## config.mk

```make
export PLATFORM = sky130hd
export DESIGN_NAME = sif_wbridge_flat
export DESIGN_NICKNAME = d
export VERILOG_FILES = /design/src/rtl/sif_wbridge_if.sv /design/src/rtl/sif_wbridge.sv /design/src/flat_wrapper.sv
export SDC_FILE = /design/constraint.sdc
export NUM_CORES = 1
export LEC_CHECK = 0
export BUFFER_PORTS_ARGS = -buffer_cell sky130_fd_sc_hd__buf_2
export CAP_MARGIN = 10
export CORE_MARGIN = 4
export CORE_UTILIZATION = 30
export CTS_CLUSTER_DIAMETER = 40
export DETAILED_ROUTE_END_ITERATION = 8
export GPL_TIMING_DRIVEN = 0
export PLACE_DENSITY = 0.48
export SYNTH_ARGS = -nofsm -noshare
export SYNTH_HDL_FRONTEND = slang
export SYNTH_SLANG_ARGS = --single-unit
```

## constraint.sdc

```tcl
create_clock -name clk -period 2.2 [get_ports clk]
set_input_delay 0.22 -clock clk [delete_from_list [all_inputs] [get_ports clk]]
set_output_delay 0.22 -clock clk [all_outputs]
set_load 0.005 [all_outputs]
```

## src/rtl/sif_wbridge_if.sv

```systemverilog
// Signal bundle between the SIF host (X) port, the write bridge and the W-side write port.
// The slave modport is the bridge's view; the master modport is the host/downstream view.
interface sif_wbridge_if;
   logic [15:0] xa_addr;
   logic [15:0] xa_data_wr;
   logic        xa_wr_s;
   logic        xa_rd_s;
   logic [15:0] xa_data_rd;
   logic        xa_rd_valid;
   logic        xa_busy;
   logic        err_drop;
   logic [15:0] wa_addr;
   logic [15:0] wa_data_wr;
   logic        wa_wr_s;
   logic        wa_ready;

   modport slave (
      input  xa_addr, xa_data_wr, xa_wr_s, xa_rd_s, wa_ready,
      output xa_data_rd, xa_rd_valid, xa_busy, err_drop, wa_addr, wa_data_wr, wa_wr_s
   );

   modport master (
      output xa_addr, xa_data_wr, xa_wr_s, xa_rd_s, wa_ready,
      input  xa_data_rd, xa_rd_valid, xa_busy, err_drop, wa_addr, wa_data_wr, wa_wr_s
   );
endinterface

```

## src/rtl/sif_wbridge.sv

```systemverilog
// sif_wbridge: buffers host writes in a small FIFO and drains them to the W side under
// valid/ready. Drained writes land in a shadow register file that host reads return.
// Writes still queued in the FIFO are deliberately invisible to reads.
module sif_wbridge #(
   parameter int DEPTH     = 4,
   parameter int SHADOW_AW = 4
) (
   input  logic         clk,
   input  logic         rst,
   sif_wbridge_if.slave bus
);

   localparam int            PW       = (DEPTH > 1) ? $clog2(DEPTH) : 1;
   localparam int            CW       = $clog2(DEPTH + 1);
   localparam int            NWORDS   = 1 << SHADOW_AW;
   localparam logic [CW-1:0] FULL_CNT = CW'(DEPTH);

   typedef struct packed {
      logic [15:0] addr;
      logic [15:0] data;
   } entry_t;

   entry_t               fifo_q   [DEPTH];
   logic [15:0]          shadow_q [NWORDS];

   logic [PW-1:0]        wr_ptr_q, wr_ptr_d;
   logic [PW-1:0]        rd_ptr_q, rd_ptr_d;
   logic [CW-1:0]        count_q,  count_d;
   logic [15:0]          rd_data_q, rd_data_d;
   logic                 rd_valid_q, rd_valid_d;
   logic                 err_drop_q, err_drop_d;

   logic                 full;
   logic                 not_empty;
   logic                 push;
   logic                 pop;
   entry_t               head;
   logic [SHADOW_AW-1:0] rd_idx;
   logic [SHADOW_AW-1:0] wr_idx;

   // Head entry, shadow indices and FIFO status are plain decodes of the registers.
   assign head      = fifo_q[rd_ptr_q];
   assign full      = (count_q == FULL_CNT);
   assign not_empty = (count_q != '0);
   assign rd_idx    = bus.xa_addr[SHADOW_AW-1:0];
   assign wr_idx    = head.addr[SHADOW_AW-1:0];

   // Acceptance looks only at the pre-edge count, so a same-cycle pop never frees a slot.
   assign push = bus.xa_wr_s && !full;
   assign pop  = not_empty && bus.wa_ready;

   // Next-state for pointers, occupancy and the registered host-side outputs.
   always_comb begin
      // NOTE: every signal written here gets a default first, so no path can infer a latch.
      wr_ptr_d   = wr_ptr_q;
      rd_ptr_d   = rd_ptr_q;
      count_d    = count_q;
      rd_data_d  = rd_data_q;
      rd_valid_d = bus.xa_rd_s;
      err_drop_d = bus.xa_wr_s && full;

      if (push) begin
         wr_ptr_d = wr_ptr_q + PW'(1);
      end
      if (pop) begin
         rd_ptr_d = rd_ptr_q + PW'(1);
      end

      case ({push, pop})
         2'b10:   count_d = count_q + CW'(1);
         2'b01:   count_d = count_q - CW'(1);
         default: count_d = count_q;
      endcase

      // Shadow is read before this edge's drain update, so a colliding read sees the old word.
      if (bus.xa_rd_s) begin
         rd_data_d = shadow_q[rd_idx];
      end
   end

   // Control registers; reset discards queued entries and blocks any transfer at that edge.
   always_ff @(posedge clk) begin
      // NOTE: sequential state uses non-blocking assignments so every register samples pre-edge values.
      if (rst) begin
         wr_ptr_q   <= '0;
         rd_ptr_q   <= '0;
         count_q    <= '0;
         rd_data_q  <= '0;
         rd_valid_q <= 1'b0;
         err_drop_q <= 1'b0;
      end else begin
         wr_ptr_q   <= wr_ptr_d;
         rd_ptr_q   <= rd_ptr_d;
         count_q    <= count_d;
         rd_data_q  <= rd_data_d;
         rd_valid_q <= rd_valid_d;
         err_drop_q <= err_drop_d;
      end
   end

   // FIFO storage, written at the tail on every accepted push.
   always_ff @(posedge clk) begin
      // NOTE: the FIFO array has no reset: count and pointers qualify every use of it, so
      // clearing it would change nothing visible.
      if (!rst && push) begin
         fifo_q[wr_ptr_q] <= '{addr: bus.xa_addr, data: bus.xa_data_wr};
      end
   end

   // Shadow file: cleared by reset, then updated with each write drained to the W side.
   always_ff @(posedge clk) begin
      if (rst) begin
         for (int i = 0; i < NWORDS; i++) begin
            shadow_q[i] <= '0;
         end
      end else if (pop) begin
         shadow_q[wr_idx] <= head.data;
      end
   end

   assign bus.xa_data_rd  = rd_data_q;
   assign bus.xa_rd_valid = rd_valid_q;
   assign bus.err_drop    = err_drop_q;
   assign bus.xa_busy     = full;
   assign bus.wa_wr_s     = not_empty;
   assign bus.wa_addr     = head.addr;
   assign bus.wa_data_wr  = head.data;

endmodule

```

## src/flat_wrapper.sv

```systemverilog
// flat-port wrapper written by rule: the top's interface ports become plain ports
module sif_wbridge_flat 
#(
   parameter int DEPTH     = 4,
   parameter int SHADOW_AW = 4
)
  (clk, rst, bus_xa_addr, bus_xa_data_wr, bus_xa_wr_s, bus_xa_rd_s, bus_wa_ready, bus_xa_data_rd, bus_xa_rd_valid, bus_xa_busy, bus_err_drop, bus_wa_addr, bus_wa_data_wr, bus_wa_wr_s);
  sif_wbridge_if bus_i ();
  input  logic clk;
  input  logic rst;
  input wire logic [$bits(bus_i.xa_addr)-1:0] bus_xa_addr;
  input wire logic [$bits(bus_i.xa_data_wr)-1:0] bus_xa_data_wr;
  input wire logic [$bits(bus_i.xa_wr_s)-1:0] bus_xa_wr_s;
  input wire logic [$bits(bus_i.xa_rd_s)-1:0] bus_xa_rd_s;
  input wire logic [$bits(bus_i.wa_ready)-1:0] bus_wa_ready;
  output wire logic [$bits(bus_i.xa_data_rd)-1:0] bus_xa_data_rd;
  output wire logic [$bits(bus_i.xa_rd_valid)-1:0] bus_xa_rd_valid;
  output wire logic [$bits(bus_i.xa_busy)-1:0] bus_xa_busy;
  output wire logic [$bits(bus_i.err_drop)-1:0] bus_err_drop;
  output wire logic [$bits(bus_i.wa_addr)-1:0] bus_wa_addr;
  output wire logic [$bits(bus_i.wa_data_wr)-1:0] bus_wa_data_wr;
  output wire logic [$bits(bus_i.wa_wr_s)-1:0] bus_wa_wr_s;
  assign bus_i.xa_addr = bus_xa_addr;
  assign bus_i.xa_data_wr = bus_xa_data_wr;
  assign bus_i.xa_wr_s = bus_xa_wr_s;
  assign bus_i.xa_rd_s = bus_xa_rd_s;
  assign bus_i.wa_ready = bus_wa_ready;
  assign bus_xa_data_rd = bus_i.xa_data_rd;
  assign bus_xa_rd_valid = bus_i.xa_rd_valid;
  assign bus_xa_busy = bus_i.xa_busy;
  assign bus_err_drop = bus_i.err_drop;
  assign bus_wa_addr = bus_i.wa_addr;
  assign bus_wa_data_wr = bus_i.wa_data_wr;
  assign bus_wa_wr_s = bus_i.wa_wr_s;
  sif_wbridge #(.DEPTH(DEPTH), .SHADOW_AW(SHADOW_AW)) u_core (.clk(clk), .rst(rst), .bus(bus_i));
endmodule
```

==> results of run 1 <==
==> worst paths after layout <==
path,startpoint,end,slack [ps],cells after the start
min reg2reg,u_core.bus.xa_data_rd[12]$_SDFFE_PP0P_,u_core.bus.xa_data_rd[12]$_SDFFE_PP0P_,450,2
max,flop,bus_wa_data_wr[11],-170,7
max reg2reg,flop,u_core.shadow_q[9][2]$_SDFFCE_PN0P_,10,5
min,rst,u_core.bus.xa_rd_valid$_SDFF_PP0_,30,2
==> layout make-up <==
type | count | area share, %
tap | 748 | 3.96
sequential | 411 | 51.2
clock buffer | 85 | 8.18
buffer | 75 | 3.17
clock inverter | 46 | 2.84
multi-input combinational | 704 | 22.2
inverter | 23 | 0.461
timing repair buffer | 223 | 8.05
==> worst max-delay path: stages, from the launching register on <==
cell and delay (ps):
dfxtp_4 350, buf_12 140, buf_12 140, mux2_4 300, o21ai_4 280, clkbuf_16 220, inv_6 30, buf_6 100
==> cell usage after synthesis, types with 2 or more instances <==
cell type  count
clkbuf_1      44
and2_1         5
dfxtp_1       27
xnor2_1        2
nor2_1       266
nand3_1       49
nand2_2       13
edfxtp_1     384
nor2b_1        6
mux2i_1      144
xor2_1         3
buf_1         13
a21oi_1       19
nand2_1       54
mux4_2        16
nand2b_1      16
a22oi_1       48
o21ai_1       16
mux2_2        16
or3_1          2
ha_1           5
inv_1         23
buf_2         24
nor4b_4        2
==> logic make-up after synthesis <==
family                   count (synthesis)
adder cells (fa/ha/maj)                  6
flip-flops                             411
AND/OR/NAND/NOR                        420
buffers and inverters                  105
multiplexers                           176
XOR/XNOR                                 5
AO/OA/AOI/OAI                           85
==> report_power, final <==
group | total [mW] | leakage, nW | switching [mW] | internal [mW]
logic | 6.59 | 4.05 | 3.73 | 2.87
clock network | 12.0 | 1.26 | 3.88 | 8.07
registers | 9.27 | 4.03 | 0.193 | 9.08
total | 27.8 | 9.34 | 7.80 | 20.0
==> stage by stage <==
step           cells  power (mW)  hold slack, ps  TNS [ps]
6_report        2315        27.8            32.6     -1280
3_5_place_dp    2048        13.3             436   -298400
4_1_cts         2289        27.5            4.55     -4190
2_1_floorplan   1208        11.5             299         0
5_1_grt         2315        28.8            8.40     -3390
3_3_place_gp    2044        13.2             433   -359810
==> flip-flops by register name (all words and copies together) (netlist names), named ones only <==
signal and count:
u_core.count_q 3, u_core.fifo_q 128, u_core.bus.xa_rd_valid 1, u_core.bus.xa_data_rd 16
u_core.rd_ptr_q 2, u_core.wr_ptr_q 2, u_core.bus.err_drop 1, u_core.shadow_q 256
==> per-layer routing <==
metal  vias up  global-route usage, %
li1       5052                      -
met1      5659                   22.7
met2       369                   27.6
met3        89                   4.04
met4         2                   5.62
met5         -                      0
==> timing repair <==
item,4_1_cts,5_1_grt
buffers inserted,66,26
gates resized for setup,226,90
hold buffers,34,0
gates cloned,12,6
setup endpoints to repair,537,395
endpoints found under the hold margin,131,0
pin swaps,26,24
==> flow_summary.ini, run 1 <==
[power]
p_leak_nw = 9.34
power.ir.vdd_worst_mv = 0.754
powerDensity_nw_per_um2 = 1180

[placed_design]
detailed_place_hpwl_um = 31500
dpl_cell_area_um2 = 18500
io_buffers = 88
place_congestion = 0.808
dpl_worst_slack_ps = -1290

[detailed_routing]
drcViolationCount = 0
drt-initial-drc-count = 922
met2WireLength_um = 25300
routedWlPerCell_um = 22.7
detail_route.vias_per_cell = 4.83
ant_nets = 0
highest-signal-layer = met5
detail_route.first_pass.iterations = 5
routed_metal_1_wirelength_um = 22100
route.vias.total = 11200
detail_route.wirelength_um = 52500
dr_wl_met3_um = 3790

[clocking]
h_tree_levels = 3
path_clk_slew_ps = 40
worstSkewPairLatency_ps = 590
clock_tree_from_tritoncts = yes
root_buffer = clkbuf_16
clock_path_buffers = 3
cts-buffers-inserted = 71
clock_sink_count = 411

[sta]
achievable-frequency_ghz = 0.422
worst_slack_ps = -172
worst-slew-pin-transition_ps = 1060
period_minus_slack_ps = 2370
timing.final.setup_violations = 13
timing_max_transition_violations_final = 0
timing.slew.headroom_pct = 29.6
timing.final.crit_share_pct = 108
grt_setup_unrepaired = yes
hold_violations = 0
finalClockSkew_ps = 26.5

[global_routing]
grt_first_pass_wirelength_um = 75500
grt_max_degree = 32
first_global_vias = 11200
global_route_usage_over_all_layers_pct = 17.1
grt_antenna_before_repair = 2
grt.overflow.total = 0

[synth]
synth_seq_area_share_pct = 71.0
synth_top_area_cell = edfxtp_1
syn_avg_cell_area_um2 = 14.1
synth_flop_cell = edfxtp_1
synth_top_cells_by_area = edfxtp_1 68%, mux2i_1 8.5%, nor2_1 5.9%, dfxtp_1 3.2%, a22oi_1 2.1%
synth_xor_xnor_area_share_pct = 0.258
syn-instance-count = 1208
yosys.area.top_type_share_pct = 67.9
adder_cell_area_share_of_the_yosys_netlist_pct = 0.486
main_combinational_cell_family_by_area_after_synthesis = multiplexers
mux_cell_area_share_after_synthesis_pct = 11.7
synth_compound_gate_area_share_pct = 3.31
simple_logic_cell_fraction_of_the_synthesized_area_pct = 10.7
synth_async_sr_flop_share_pct = 0
ys_warn_count = 0
synth_area_um2 = 17000
postSynthRegisterBits = 411
number_of_distinct_library_cell_variants_in_the_gate_level_netlist_after_synthesis = 35
syn-num-nets = 1251
number_of_enable_type_register_cells_in_the_synthesized_netlist = 384

[final_layout]
final_nets = 1552
area.sequential_um2 = 12100
diodes = 0
mostFrequentLayoutCells = 384 x edfxtp_1, 265 x nor2_1, 143 x mux2i_1
multi_input_area_um2 = 5240
nFillCells = 5133
layout.cell_area.non_filler_um2 = 23600
most_common_cell_after_layout_fill_and_taps_aside = edfxtp_1
area_delta_synth_final_pct = 39.0
final_layout_size_suffix_gt1_share_pct = 30.6
share_of_the_core_filled_with_cells_pct = 42.5

[die]
die-width_um = 246
fp.dieArea_um2 = 60500
floorplan.core_area_um2 = 55600
die_height_um = 246
initial_core_util_pct = 30.5
floorplan.rows = 86
ios = 89

[status]
violations = negative setup slack
run_status = finished with violations

[worst_setup_path]
worstSetupPathType = flop to primary output
critPathLaunchType = flop
timing.critical_path.to_type = primary output
critPathArrivalTime_ps = 2150
crit_fanout = 7
critical_path_required_ps = 1980

[hold_path]
min-delay-path-class = input port to flop

[flow_run]
cap_viol_max_count = 0
(Power assumes the default switching activity.)
==> run 2, diff against run 1 <==
--- a/config.mk
+++ b/config.mk
@@ -13,6 +13,7 @@
 export DETAILED_ROUTE_END_ITERATION = 8
 export GPL_TIMING_DRIVEN = 0
 export PLACE_DENSITY = 0.48
+export SKIP_CTS_REPAIR_TIMING = 1
 export SYNTH_ARGS = -nofsm -noshare
 export SYNTH_HDL_FRONTEND = slang
 export SYNTH_SLANG_ARGS = --single-unit
==> run 2 against run 1 <==
Compared with the run above: the run still ends with negative setup slack left; cell count is 1.5% higher; die area stayed put; clock-buffer cell count stayed put; flip-flop and latch count stayed put; worst setup slack worse by 36 ps; largest power group unchanged; global-route usage is 1.7 points lower; critical endpoint is now bus_wa_data_wr[6]; largest cell class unchanged; highest routed layer unchanged; register-to-register slack hardly changed; fmax is 1.5% lower; clock power hardly changed; via count hardly changed; clock skew is 0.87 ps lower.
==> flow_summary.ini, run 2 (synthesis gave the netlist of run 1 again) <==
[clocking]
cts-buffers-inserted = 71
worstSkewPairLatency_ps = 590
h_tree_levels = 3
clock_sink_count = 411
clock_tree_from_tritoncts = yes
root_buffer = clkbuf_16
clock_path_buffers = 3
path_clk_slew_ps = 40

[final_layout]
area_delta_synth_final_pct = 41.4
registers.top_by_ff_count = u_core.shadow_q
final_layout_size_suffix_gt1_share_pct = 31.5
mostFrequentLayoutCells = 384 x edfxtp_1, 264 x nor2_1, 143 x mux2i_1
most_common_cell_after_layout_fill_and_taps_aside = edfxtp_1
largest_register_ff_count = 256
final_nets = 1586
layout.cell_area.non_filler_um2 = 24000
nFillCells = 5096
diodes = 0

[worst_setup_path]
worstSetupPathType = flop to primary output
worst-r2r-cell-count = 6
critPathArrivalTime_ps = 2190
critPathLaunchType = flop
crit_fanout = 7
critical_path_required_ps = 1980
timing.critical_path.to_type = primary output

[sta]
grt_setup_unrepaired = yes
timing.final.crit_share_pct = 109
worst_hold_slack_ps = 20.8
hold_violations = 0
timing.final.setup_violations = 22
worst_slack_ps = -208
worst-slew-pin-transition_ps = 1090
timing_max_transition_violations_final = 0
timing.slew.headroom_pct = 27.6
finalClockSkew_ps = 25.7
achievable-frequency_ghz = 0.415
period_minus_slack_ps = 2410

[hold_path]
hold_path_startpoint = rst
holdPathStages = 2
min-delay-path-class = input port to flop

[die]
fp.dieArea_um2 = 60500
floorplan.rows = 86
initial_core_util_pct = 30.5
die-width_um = 246
floorplan.core_area_um2 = 55600
die_height_um = 246
ios = 89

[power]
p_int_mw = 20.6
clkPwrFrac_pct = 42.3
power_frac_seq_pct = 32.8
power.share.switching_pct = 27.2
power.ir.vdd_worst_mv = 0.694
p_leak_nw = 9.47
power_switching_mw = 7.67
power_frac_comb_pct = 24.9
powerDensity_nw_per_um2 = 1180

[placed_design]
io_buffers = 88
detailed_place_hpwl_um = 31500
place_congestion = 0.808
dpl_cell_area_um2 = 18500

[global_routing]
first_global_vias = 10600
grt_antenna_before_repair = 3
grt_first_pass_wirelength_um = 68700
global_route_usage_over_all_layers_pct = 15.3
grt_max_degree = 32
grt.overflow.total = 0

[detailed_routing]
drcViolationCount = 0
routedWlPerCell_um = 21.5
detail_route.first_pass.iterations = 5
detail_route.vias_per_cell = 4.76
route.vias.total = 11200
ant_nets = 0
detail_route.wirelength_um = 50400
drt-initial-drc-count = 916

[status]
run_status = finished with violations
violations = negative setup slack

[flow_run]
cap_viol_max_count = 0
[run 2: metal layers]
layer / global-route usage (%) / part of all wire (%) / vias up
met4: 5.07 / 3.0 / 4
met2: 24.6 / 47 / 341
met1: 20.5 / 43 / 5611
met3: 3.77 / 6.5 / 96
li1: - / - / 5121
met5: 0 / 0.042 / -
[run 2: path summary, 6_finish.rpt]
kind,endpoint,slack (ps)
setup / recovery,bus_wa_data_wr[6],-210
hold reg to reg,u_core.bus.xa_data_rd[12]$_SDFFE_PP0P_,450
setup reg to reg,u_core.shadow_q[8][5]$_SDFFCE_PN0P_,0
hold / removal,u_core.bus.xa_rd_valid$_SDFF_PP0_,20
[run 2: power by group through the flow]
stage	registers [mW]	logic [mW]	clock network, mW
finish	9.26	7.02	12.0
global route	9.30	7.42	12.6
detailed placement	9.40	3.87	0
CTS	9.25	3.89	12.1
global placement	9.39	3.80	0
floorplan	9.35	2.11	0
[run 2: cell type report]
cell class,count,area [um2],area share [%]
Clock buffer,85,1930,8.05
Sequential cell,411,12100,50.3
Multi-Input combinational cell,708,5320,22.2
Clock inverter,46,672,2.80
Buffer,81,812,3.38
Inverter,23,106,0.443
Tap cell,748,936,3.90
Timing Repair Buffer,247,2160,8.98
[run 2: critical path, stage by stage, from the launching register on]
cell       delay, ps
dfxtp_4          370
buf_12           150
clkbuf_16        160
mux2_4           320
o21ai_4          180
buf_12           150
buf_12           130
inv_4             30
buf_6            100
[run 2: stage by stage]
| stage | setup TNS, ps | setup WS, ps | utilization [%] | cells | total power, mW |
|---|---|---|---|---|---|
| 2_1_floorplan | 0 | 40.9 | - | 1208 | 11.5 |
| 3_3_place_gp | -359810 | -1270 | 33.1 | 2044 | 13.2 |
| 3_5_place_dp | -298400 | -1290 | 33.3 | 2048 | 13.3 |
| 4_1_cts | -315000 | -1930 | 37.9 | 2179 | 25.3 |
| 5_1_grt | -6710 | -274 | 43.2 | 2349 | 29.3 |
| 6_report | -2420 | -208 | 43.2 | 2349 | 28.2 |
==> run 3, diff against run 2 <==
--- a/config.mk
+++ b/config.mk
@@ -13,6 +13,7 @@
 export DETAILED_ROUTE_END_ITERATION = 8
 export GPL_TIMING_DRIVEN = 0
 export PLACE_DENSITY = 0.48
+export REMOVE_ABC_BUFFERS = 1
 export SKIP_CTS_REPAIR_TIMING = 1
 export SYNTH_ARGS = -nofsm -noshare
 export SYNTH_HDL_FRONTEND = slang
==> run 3 against run 2 <==
Compared with the run above: cell count down 2.5%; global-route usage down 0.86 points; core utilization down 0.82 points; critical path type is now flop to flop; hold slack better by 17 ps; design area down 1.9%; the run still ends with negative setup slack left; critical endpoint is now u_core.shadow_q[9][5]$_SDFFCE_PN0P_; largest power group unchanged.
==> flow_summary.ini, run 3 (synthesis gave the netlist of run 1 again) <==
[status]
run_status = finished with violations
violations = negative setup slack

[sta]
worst_slack_ps = -97.2
achievable-frequency_ghz = 0.435
worst-slew-pin-transition_ps = 1180
period_minus_slack_ps = 2300
finalClockSkew_ps = 25.6
timing_max_transition_violations_final = 0
timing.final.setup_violations = 111
timing.slew.headroom_pct = 21.0
worst_hold_slack_ps = 37.8
hold_violations = 0
finalSetupTns_ps = -3830
grt_setup_unrepaired = yes
timing.final.crit_share_pct = 104

[final_layout]
mostFrequentLayoutCells = 384 x edfxtp_1, 246 x nor2_1, 144 x mux2i_1
final_nets = 1529
registers.top_by_ff_count = u_core.shadow_q
diodes = 0
final_layout_size_suffix_gt1_share_pct = 32.6
largest_register_ff_count = 256
share_of_the_core_filled_with_cells_pct = 42.4
layout.cell_area.non_filler_um2 = 23600
area_delta_synth_final_pct = 38.7
most_common_cell_after_layout_fill_and_taps_aside = edfxtp_1

[hold_path]
hold_path_startpoint = bus_xa_addr[1]
hold_end = u_core.fifo_q[1][17]$_DFFE_PP_
holdPathStages = 1
min-delay-path-class = input port to flop

[worst_setup_path]
rrSetupSlack_ps = -100
timing.critical_path.to_type = flop
critical_path_required_ps = 2500
worstSetupPathType = flop to flop
critPathLaunchType = flop
critical_path.reg2reg.endpoint = u_core.shadow_q[9][5]$_SDFFCE_PN0P_
worst-r2r-cell-count = 7
critPathArrivalTime_ps = 2590
crit_fanout = 13

[flow_run]
cap_viol_max_count = 0

[placed_design]
place_congestion = 0.730
io_buffers = 88
dpl_cell_area_um2 = 18500
detailed_place_hpwl_um = 27100

[global_routing]
grt_antenna_before_repair = 1
grt.overflow.total = 0
grt_first_pass_wirelength_um = 65200
global_route_usage_over_all_layers_pct = 14.5
first_global_vias = 10000
grt_max_degree = 71

[detailed_routing]
detail_route.vias_per_cell = 4.74
detail_route.first_pass.iterations = 5
route.vias.total = 10900
drt-initial-drc-count = 757
ant_nets = 0
drcViolationCount = 0
routedWlPerCell_um = 21.0
detail_route.wirelength_um = 48000

[die]
die_height_um = 246
floorplan.core_area_um2 = 55600
initial_core_util_pct = 30.5
fp.dieArea_um2 = 60500
die-width_um = 246
floorplan.rows = 86
ios = 89

[power]
power_frac_seq_pct = 34.6
p_int_mw = 19.2
power.ir.vdd_worst_mv = 0.659
p_leak_nw = 9.22
power.share.switching_pct = 28.3
power_frac_comb_pct = 22.9
power_mw = 26.8
powerDensity_nw_per_um2 = 1140
power_switching_mw = 7.59
clkPwrFrac_pct = 42.5

[clocking]
clock_sink_count = 411
cts-buffers-inserted = 71
worstSkewPairLatency_ps = 590
clock_tree_from_tritoncts = yes
path_clk_slew_ps = 50
h_tree_levels = 3
clock_path_buffers = 3
root_buffer = clkbuf_16
## run 3: changes by cell type in the layout (fill, tap and decap cells not counted), moves of 7 or more
cell / delta
clkbuf_1: -20
nor2_1: -18
buf_4: -12
buf_1: -11
buf_12: -11
buf_8: +11
nor2_2: +9
nor2_4: +9
buf_6: -8
inv_1: +7
## run 3: power by group through the flow
stage                     Clock, mW  Combinational (mW)  Sequential (mW)
final                          11.4                6.14             9.26
after global routing           12.0                6.53             9.30
after CTS                      11.6                3.99             9.48
after detailed placement          0                3.98             9.63
after global placement            0                3.45             9.61
after floorplan                   0                1.77             9.49
## run 3: final cells by class
class	instances	area, um2
fillers	5116	32100
clock inverters	41	533
flip-flops and latches	411	12100
inverters	23	88.8
repair buffers	273	2590
clock buffers	88	1960
multi-input cells	706	5380
well taps	748	936
## run 3: worst max-delay path, stage by stage (launching register included)
cell and delay (ps):
dfxtp_4 390, mux4_2 610, nor4b_4 360, buf_6 180, buf_12 140, nand2_8 80, nand2b_4 100, buf_12 150
## run 3: routing by layer
layer	global-route usage [%]	part of all wire, %
met5	0	0.015
met3	3.27	5.9
met2	21.4	46
met4	4.51	2.1
met1	21.1	46
## run 3: stage by stage
stage | setup slack (ps) | instances
6_report | -97.2 | 2290
4_1_cts | -1800 | 2115
3_3_place_gp | -3050 | 1962
2_1_floorplan | -1370 | 1126
5_1_grt | -161 | 2290
3_5_place_dp | -1810 | 1986
## run 3: worst max path at each step
stage	start	to	slack, ps	depth (start not counted)
floorplan	flop	u_core.shadow_q[0][0]$_SDFFCE_PN0P_	-1370	4
global placement	flop	u_core.shadow_q[13][5]$_SDFFCE_PN0P_	-3050	4
detailed placement	flop	u_core.shadow_q[13][5]$_SDFFCE_PN0P_	-1810	4
CTS	flop	u_core.shadow_q[13][10]$_SDFFCE_PN0P_	-1800	4
global route	flop	u_core.shadow_q[9][5]$_SDFFCE_PN0P_	-160	7
finish	flop	u_core.shadow_q[9][5]$_SDFFCE_PN0P_	-100	7
